--- config.mk ---
export PLATFORM = sky130hd
export DESIGN_NAME = uart_echo_fifo_flat
export DESIGN_NICKNAME = d
export VERILOG_FILES = /design/src/rtl/uart_echo_fifo_if.sv /design/src/rtl/uart_echo_fifo.sv /design/src/flat_wrapper.sv
export SDC_FILE = /design/constraint.sdc
export NUM_CORES = 1
export LEC_CHECK = 0
export ABC_CLOCK_PERIOD_IN_PS = 3800
export CAP_MARGIN = 15
export CORE_MARGIN = 10
export CORE_UTILIZATION = 55
export DETAILED_ROUTE_END_ITERATION = 8
export GPL_TIMING_DRIVEN = 0
export PLACE_DENSITY = 0.73
export SETUP_SLACK_MARGIN = 0.4
export SYNTH_ARGS = -nofsm -noshare
export SYNTH_HDL_FRONTEND = slang
export SYNTH_SLANG_ARGS = --single-unit
--- constraint.sdc ---
create_clock -name clk -period 3.8 [get_ports clk]
set_input_delay 0.38 -clock clk [delete_from_list [all_inputs] [get_ports clk]]
set_output_delay 0.38 -clock clk [all_outputs]
set_load 0.03 [all_outputs]
--- src/rtl/uart_echo_fifo_if.sv ---
// uart_echo_fifo_if: serial lines and status of the UART echo buffer.
//   slave  : the echo block (consumes rx, drives tx and status)
//   master : whoever drives rx and watches tx/status
//   rx, tx            serial in / out, idle high
//   rx_busy, tx_busy  receiver in frame / drain or frame in progress
//   count             FIFO occupancy, 0..DEPTH
//   frame_err         one-cycle pulse on a low stop bit
//   overflow          sticky, word dropped on full FIFO
interface uart_echo_fifo_if #(
  parameter int DEPTH = 8
) ();
  localparam int CNT_W = $clog2(DEPTH) + 1;

  logic             rx;
  logic             tx;
  logic             rx_busy;
  logic             tx_busy;
  logic [CNT_W-1:0] count;
  logic             frame_err;
  logic             overflow;

  modport slave  (input rx, output tx, rx_busy, tx_busy, count, frame_err, overflow);
  modport master (output rx, input tx, rx_busy, tx_busy, count, frame_err, overflow);
endinterface

--- src/rtl/uart_echo_fifo.sv ---
// uart_echo_fifo: UART receiver -> DEPTH-entry FIFO -> UART transmitter.
// Buffered words are retransmitted in order once rx has been idle for
// IDLE_BITS bit times (IDLE_BITS = 0 echoes whenever the FIFO holds data).
// Ports:
//   clk   system clock, rising edge
//   nrst  asynchronous active-low reset
//   bus   uart_echo_fifo_if.slave (rx, tx, rx_busy, tx_busy, count,
//         frame_err, overflow)
module uart_echo_fifo #(
  parameter int CLK_FREQ  = 12000000,
  parameter int BAUD      = 9600,
  parameter int DATA_BITS = 8,
  parameter int DEPTH     = 8,
  parameter int IDLE_BITS = 45
) (
  input  logic             clk,
  input  logic             nrst,
  uart_echo_fifo_if.slave  bus
);
  localparam int DIV = CLK_FREQ / BAUD;
  localparam int DW  = $clog2(DIV);
  localparam int BW  = $clog2(DATA_BITS);
  localparam int AW  = $clog2(DEPTH);
  localparam int CW  = AW + 1;
  localparam int IW  = $clog2(IDLE_BITS + 2);  // >= 1 bit even for IDLE_BITS = 0

  localparam logic [DW-1:0] DIV_LAST  = DW'(DIV - 1);
  localparam logic [DW-1:0] HALF_LAST = DW'(DIV / 2 - 1);
  localparam logic [BW-1:0] BIT_LAST  = BW'(DATA_BITS - 1);
  localparam logic [CW-1:0] FULL_CNT  = CW'(DEPTH);
  localparam logic [IW-1:0] IDLE_MAX  = IW'(IDLE_BITS);

  typedef enum logic [1:0] {S_IDLE, S_START, S_DATA, S_STOP} uart_st_e;

  // ---------------- rx synchronizer ----------------
  logic rx_meta, rx_s;
  always_ff @(posedge clk or negedge nrst)
    if (!nrst) {rx_meta, rx_s} <= 2'b11;
    else       {rx_meta, rx_s} <= {bus.rx, rx_meta};

  // ---------------- FIFO state (shared) ----------------
  logic [DATA_BITS-1:0] mem [DEPTH];
  logic [AW-1:0]        wr_ptr, rd_ptr;
  logic [CW-1:0]        count;
  logic                 full, empty, push, pop, drop;

  assign full  = (count == FULL_CNT);
  assign empty = (count == '0);

  // ---------------- RX FSM ----------------
  uart_st_e             rx_st, rx_st_nx;
  logic [DW-1:0]        rx_cnt;
  logic [BW-1:0]        rx_bit;
  logic [DATA_BITS-1:0] rx_sh;
  logic                 rx_tick, start_det, stop_smp;

  always_comb begin
    rx_st_nx  = rx_st;
    rx_tick   = 1'b0;
    start_det = 1'b0;
    stop_smp  = 1'b0;
    case (rx_st)
      S_IDLE:  if (!rx_s) begin
                 start_det = 1'b1;
                 rx_st_nx  = S_START;
               end
      S_START: begin
                 // mid start bit: a high line here was a glitch
                 rx_tick = (rx_cnt == HALF_LAST);
                 if (rx_tick) rx_st_nx = rx_s ? S_IDLE : S_DATA;
               end
      S_DATA:  begin
                 rx_tick = (rx_cnt == DIV_LAST);
                 if (rx_tick && rx_bit == BIT_LAST) rx_st_nx = S_STOP;
               end
      S_STOP:  begin
                 rx_tick = (rx_cnt == DIV_LAST);
                 if (rx_tick) begin
                   stop_smp = 1'b1;
                   rx_st_nx = S_IDLE;
                 end
               end
      default: rx_st_nx = S_IDLE;
    endcase
  end

  always_ff @(posedge clk or negedge nrst)
    if (!nrst) rx_st <= S_IDLE;
    else       rx_st <= rx_st_nx;

  always_ff @(posedge clk or negedge nrst)
    if (!nrst) begin
      rx_cnt <= '0;
      rx_bit <= '0;
      rx_sh  <= '0;
    end else begin
      if (rx_st == S_IDLE || rx_tick) rx_cnt <= '0;
      else                            rx_cnt <= rx_cnt + 1'b1;
      if (rx_st != S_DATA) rx_bit <= '0;
      else if (rx_tick)    rx_bit <= rx_bit + 1'b1;
      if (rx_st == S_DATA && rx_tick) rx_sh <= {rx_s, rx_sh[DATA_BITS-1:1]};
    end

  // A pop on the same cycle frees the slot, so a full FIFO still accepts.
  assign push = stop_smp && rx_s && (!full || pop);
  assign drop = stop_smp && rx_s && full && !pop;

  logic frame_err_q, overflow_q;
  always_ff @(posedge clk or negedge nrst)
    if (!nrst) begin
      frame_err_q <= 1'b0;
      overflow_q  <= 1'b0;
    end else begin
      frame_err_q <= stop_smp && !rx_s;
      overflow_q  <= overflow_q | drop;
    end

  // ---------------- idle timer ----------------
  logic [DW-1:0] idle_div;
  logic [IW-1:0] idle_cnt;
  always_ff @(posedge clk or negedge nrst)
    if (!nrst) begin
      idle_div <= '0;
      idle_cnt <= '0;
    end else if (start_det) begin
      idle_div <= '0;
      idle_cnt <= '0;
    end else if (rx_st == S_IDLE && rx_s) begin
      if (idle_div == DIV_LAST) begin
        idle_div <= '0;
        if (idle_cnt != IDLE_MAX) idle_cnt <= idle_cnt + 1'b1;
      end else begin
        idle_div <= idle_div + 1'b1;
      end
    end

  // ---------------- TX FSM ----------------
  uart_st_e             tx_st, tx_st_nx;
  logic [DW-1:0]        tx_cnt;
  logic [BW-1:0]        tx_bit;
  logic [DATA_BITS-1:0] tx_sh;
  logic                 tx_tick, tx_stop_end, drain;

  always_comb begin
    tx_st_nx    = tx_st;
    pop         = 1'b0;
    tx_stop_end = 1'b0;
    tx_tick     = (tx_cnt == DIV_LAST);
    case (tx_st)
      S_IDLE:  if (drain && !empty) begin
                 pop      = 1'b1;
                 tx_st_nx = S_START;
               end
      S_START: if (tx_tick) tx_st_nx = S_DATA;
      S_DATA:  if (tx_tick && tx_bit == BIT_LAST) tx_st_nx = S_STOP;
      S_STOP:  if (tx_tick) begin
                 tx_stop_end = 1'b1;
                 // chain straight into the next frame with no idle gap
                 if (drain && !empty) begin
                   pop      = 1'b1;
                   tx_st_nx = S_START;
                 end else begin
                   tx_st_nx = S_IDLE;
                 end
               end
      default: tx_st_nx = S_IDLE;
    endcase
  end

  always_ff @(posedge clk or negedge nrst)
    if (!nrst) tx_st <= S_IDLE;
    else       tx_st <= tx_st_nx;

  always_ff @(posedge clk or negedge nrst)
    if (!nrst) begin
      tx_cnt <= '0;
      tx_bit <= '0;
      tx_sh  <= '0;
    end else begin
      if (tx_st == S_IDLE || tx_tick) tx_cnt <= '0;
      else                            tx_cnt <= tx_cnt + 1'b1;
      if (tx_st != S_DATA) tx_bit <= '0;
      else if (tx_tick)    tx_bit <= tx_bit + 1'b1;
      if (pop)                             tx_sh <= mem[rd_ptr];
      else if (tx_st == S_DATA && tx_tick) tx_sh <= tx_sh >> 1;
    end

  // Drain runs until a stop bit finishes with nothing left to send.
  always_ff @(posedge clk or negedge nrst)
    if (!nrst)                                        drain <= 1'b0;
    else if (idle_cnt == IDLE_MAX && !empty && !drain) drain <= 1'b1;
    else if (tx_stop_end && empty)                     drain <= 1'b0;

  // ---------------- FIFO storage ----------------
  always_ff @(posedge clk)
    if (push) mem[wr_ptr] <= rx_sh;

  always_ff @(posedge clk or negedge nrst)
    if (!nrst) begin
      wr_ptr <= '0;
      rd_ptr <= '0;
      count  <= '0;
    end else begin
      if (push) wr_ptr <= wr_ptr + 1'b1;
      if (pop)  rd_ptr <= rd_ptr + 1'b1;
      case ({push, pop})
        2'b10:   count <= count + 1'b1;
        2'b01:   count <= count - 1'b1;
        default: count <= count;
      endcase
    end

  // ---------------- outputs ----------------
  always_comb begin
    case (tx_st)
      S_START: bus.tx = 1'b0;
      S_DATA:  bus.tx = tx_sh[0];
      default: bus.tx = 1'b1;
    endcase
  end

  assign bus.rx_busy   = (rx_st != S_IDLE);
  assign bus.tx_busy   = drain | (tx_st != S_IDLE);
  assign bus.count     = count;
  assign bus.frame_err = frame_err_q;
  assign bus.overflow  = overflow_q;
endmodule

--- src/flat_wrapper.sv ---
// flat-port wrapper written by rule: the top's interface ports become plain ports
module uart_echo_fifo_flat 
#(
  parameter int CLK_FREQ  = 12000000,
  parameter int BAUD      = 9600,
  parameter int DATA_BITS = 8,
  parameter int DEPTH     = 8,
  parameter int IDLE_BITS = 45
)
  (clk, nrst, bus_rx, bus_tx, bus_rx_busy, bus_tx_busy, bus_count, bus_frame_err, bus_overflow);
  uart_echo_fifo_if #(.DEPTH(DEPTH)) bus_i ();
  input  logic clk;
  input  logic nrst;
  input wire logic [$bits(bus_i.rx)-1:0] bus_rx;
  output wire logic [$bits(bus_i.tx)-1:0] bus_tx;
  output wire logic [$bits(bus_i.rx_busy)-1:0] bus_rx_busy;
  output wire logic [$bits(bus_i.tx_busy)-1:0] bus_tx_busy;
  output wire logic [$bits(bus_i.count)-1:0] bus_count;
  output wire logic [$bits(bus_i.frame_err)-1:0] bus_frame_err;
  output wire logic [$bits(bus_i.overflow)-1:0] bus_overflow;
  assign bus_i.rx = bus_rx;
  assign bus_tx = bus_i.tx;
  assign bus_rx_busy = bus_i.rx_busy;
  assign bus_tx_busy = bus_i.tx_busy;
  assign bus_count = bus_i.count;
  assign bus_frame_err = bus_i.frame_err;
  assign bus_overflow = bus_i.overflow;
  uart_echo_fifo #(.CLK_FREQ(CLK_FREQ), .BAUD(BAUD), .DATA_BITS(DATA_BITS), .DEPTH(DEPTH), .IDLE_BITS(IDLE_BITS)) u_core (.clk(clk), .nrst(nrst), .bus(bus_i));
endmodule
==> run metrics <==
DRT Pass-1 Iters 5; pin count of the biggest net entering global routing 58; Worst setup startpoint u_core.tx_cnt[4]; vias in the first global route 4148; H-Tree Depth 4; vias slightly above 4000; Fillers between 800 and 900; Die ar. around 0.017 sq mm; hpwl dp a little over 8000 um; global-route wire length before repair between 20000 and 25000 um; Comb pwr share less than 1%; Antenna Cells 0; crit path kind register to register; synthesized cell area roughly 0.0066 sq mm; Post-synth EDFFs 64; nets ~560; syn avg cell area between 10 and 15 sq um; RSZ-0062 raised after global routing false; critical path startpoint category register; Top Ports 12; DRC errors left 0; Fin. Hold Viols 0; Root Driver clkbuf_16; I/O Buffers 11; max-cap violations 0; ys async rst share around 56%; antenna-violating nets left 0; Unique masters post-synth 60; M3 GR Usage just over 5%; dpl ws between 0.5 and 0.6 ns; CTS tree yes; dominant register cell in the synthesized netlist dfrtp_1; post-synthesis cell count 497; setup violators final 0; post-layout util approximately 66%; Global Route met1 Usage around a fifth; met2 usage between 20% and 30%; layout cell share with drive strength beyond 1 approximately 17%; VDD IR max between 0.3 and 0.4 mV; fmax approximately 320 MHz; CP max FO 6; clk buf depth 2; #FFs+latches synth between 100 and 150; Area Overhead vs Synth 16.1%; Placed Cells between 600 and 700; status finished clean; total power around 3500 uW; pwr dens roughly 460 mW/mm^2; Final WS setup roughly 0.64 ns; Total GRT Usage between 15 and 20%; wire per inst around 18 um; initial antenna violation count 0; CTS clk-pin slew, worst paths ~0.06 ns; Finished Layout Cells 690; hold_sp u_core.rx_meta; max-slew violation count 0; Syn Nets between 500 and 600; Sw Pwr 651 uW; final wirelength ~13000 um; worst path required time a little under 4 ns; core area 0.0116 sq mm; initial core utilization approximately 57%; grt ovf 0; latest clock arrival within the worst-skew pair 0.43 ns; die width ~130 um; Pleak approximately 0.0029 uW; vias per cell 5.95; Hold Crit Class register to register; CTS buffer count 17; Most Crowded Layer GR met2; number of synthesis warnings 0; site row count 39; Period minus WS final ~3.2 ns; sequential share of power about 46%; clock sinks 144; sequential area share after synthesis roughly three fifths; starting DRC count in detailed routing ~300; CP arrival roughly 3.3 ns; clock skew approximately 0.011 ns; Worst slew margin between 40 and 50%; worst-margin pin slew between 0.8 and 0.9 ns; Critical R2R Launch u_core.tx_cnt[4]; post-route setup TNS 0 ns; Internal approximately 2900 uW; Final Cycle Share between 80% and 90%; switch share between 15 and 20%; die height around 130 um; Setup crit end kind register; Final GP Congestion approximately 0.83; clock power share 53.1%
==> what timing repair did <==
action	in CTS	in global routing
setup buffers	0	0
hold buffers	1	0
endpoints found under the setup margin	0	16
gates resized for setup	0	4
endpoints found under the hold margin	23	0
==> worst paths after layout <==
kind | slack [ns] | cells past startpoint | endpoint
max in group asynchronous | 2.76 | 3 | u_core.rx_s
setup / recovery | 0.64 | 6 | u_core.mem[0][7]
setup reg to reg | 0.64 | 6 | u_core.mem[0][7]
hold / removal | 0.36 | 0 | u_core.rx_s
min in group asynchronous | 0.41 | 2 | u_core.tx_cnt[8]
hold reg to reg | 0.36 | 0 | u_core.rx_s
==> cell usage in the layout, fill, tap and decap left out, types with 15 or more instances in the layout <==
master / synthesis / final
dfrtp_1: 78 / 78
edfxtp_1: 64 / 64
nor2_1: 57 / 57
nand3_1: 23 / 23
ha_1: 21 / 21
nand2_1: 20 / 20
xor2_1: 17 / 17
clkbuf_16: 0 / 17
mux4_2: 16 / 16
inv_1: 15 / 15
==> power by group through the flow <==
| stage | Clock [uW] | Sequential (uW) | Combinational [uW] |
|---|---|---|---|
| after floorplan | 0 | 1650 | 0.216 |
| after global placement | 0 | 1650 | 19.3 |
| after detailed placement | 0 | 1650 | 23.1 |
| after CTS | 1890 | 1620 | 23.9 |
| after global routing | 1950 | 1620 | 26.2 |
| final | 1860 | 1620 | 22.4 |
==> synth_stat cells (4+ instances only) <==
cell type  count  area [sq um]
a21oi_1       11          55.1
a221o_1        5          50.1
a31oi_1        5          31.3
and2_1         5          31.3
and3_1         6          37.5
buf_2          6          30.0
clkbuf_1       7          26.3
dfrtp_1       78          1950
edfxtp_1      64          1920
ha_1          21           263
inv_1         15          56.3
mux2_2        11           124
mux2i_1       13           130
mux4_2        16           360
nand2_1       20          75.1
nand2b_1       5          31.3
nand3_1       23           115
nand4_1       11          68.8
nor2_1        57           214
nor2b_1       10          62.6
nor3_1         7          35.0
o211ai_1       4          30.0
o21ai_0       13          65.1
or3_1          6          37.5
xnor2_1       12           105
xor2_1        17           149
==> state kept, by name (all words and copies together), names as in the netlist, 2 cells and up, named ones only <==
signal,flops
u_core.tx_bit,3
u_core.mem,64
u_core.wr_ptr,3
u_core.idle_div,11
u_core.rx_bit,3
u_core.rx_cnt,11
u_core.rx_sh,8
u_core.tx_cnt,11
u_core.rd_ptr,3
u_core.bus.count,4
u_core.tx_sh,8
u_core.tx_st,2
u_core.idle_cnt,6
==> through the flow <==
step	hold slack (ns)	area, sq um
after floorplan	0.0844	6560
after global placement	0.349	6840
final	0.363	7610
after CTS	0.348	7590
after detailed placement	0.303	6910
after global routing	0.364	7610
==> area by class of cell <==
cell class              instances  area (sq um)  share of cell area (%)
inverters                      15          56.3                   0.740
repair buffers                 18           183                    2.40
plain buffers                  13          56.3                   0.740
clock buffers                  18           429                    5.64
well taps                     143           179                    2.35
clock inverters                14           238                    3.12
multi-input cells             325          2540                    33.4
flip-flops and latches        144          3930                    51.6
==> layer usage <==
layer,part of all wire [%],vias to the layer above,routed length [um]
li1,-,1922,-
met1,42,2055,5290
met4,1.1,0,136
met5,0,-,0
met3,5.2,12,659
met2,52,116,6610
==> cell families after synthesis <==
logic type | Yosys count | share of synthesized area, %
flip-flops | 144 | 59.9
buffers and inverters | 28 | 1.72
AO/OA/AOI/OAI | 64 | 7.25
AND/OR/NAND/NOR | 171 | 13.9
adder cells (fa/ha/maj) | 21 | 4.01
XOR/XNOR | 29 | 3.87
multiplexers | 40 | 9.37
==> critical path, stage by stage (launching register included) <==
cell	delay, ns
dfrtp_1	0.41
nor4b_1	0.54
a41oi_1	0.29
nor2_1	0.45
o21ai_1	0.36
nor4_2	0.57
buf_4	0.26
No activity file was read; power rests on OpenSTA's default activity.
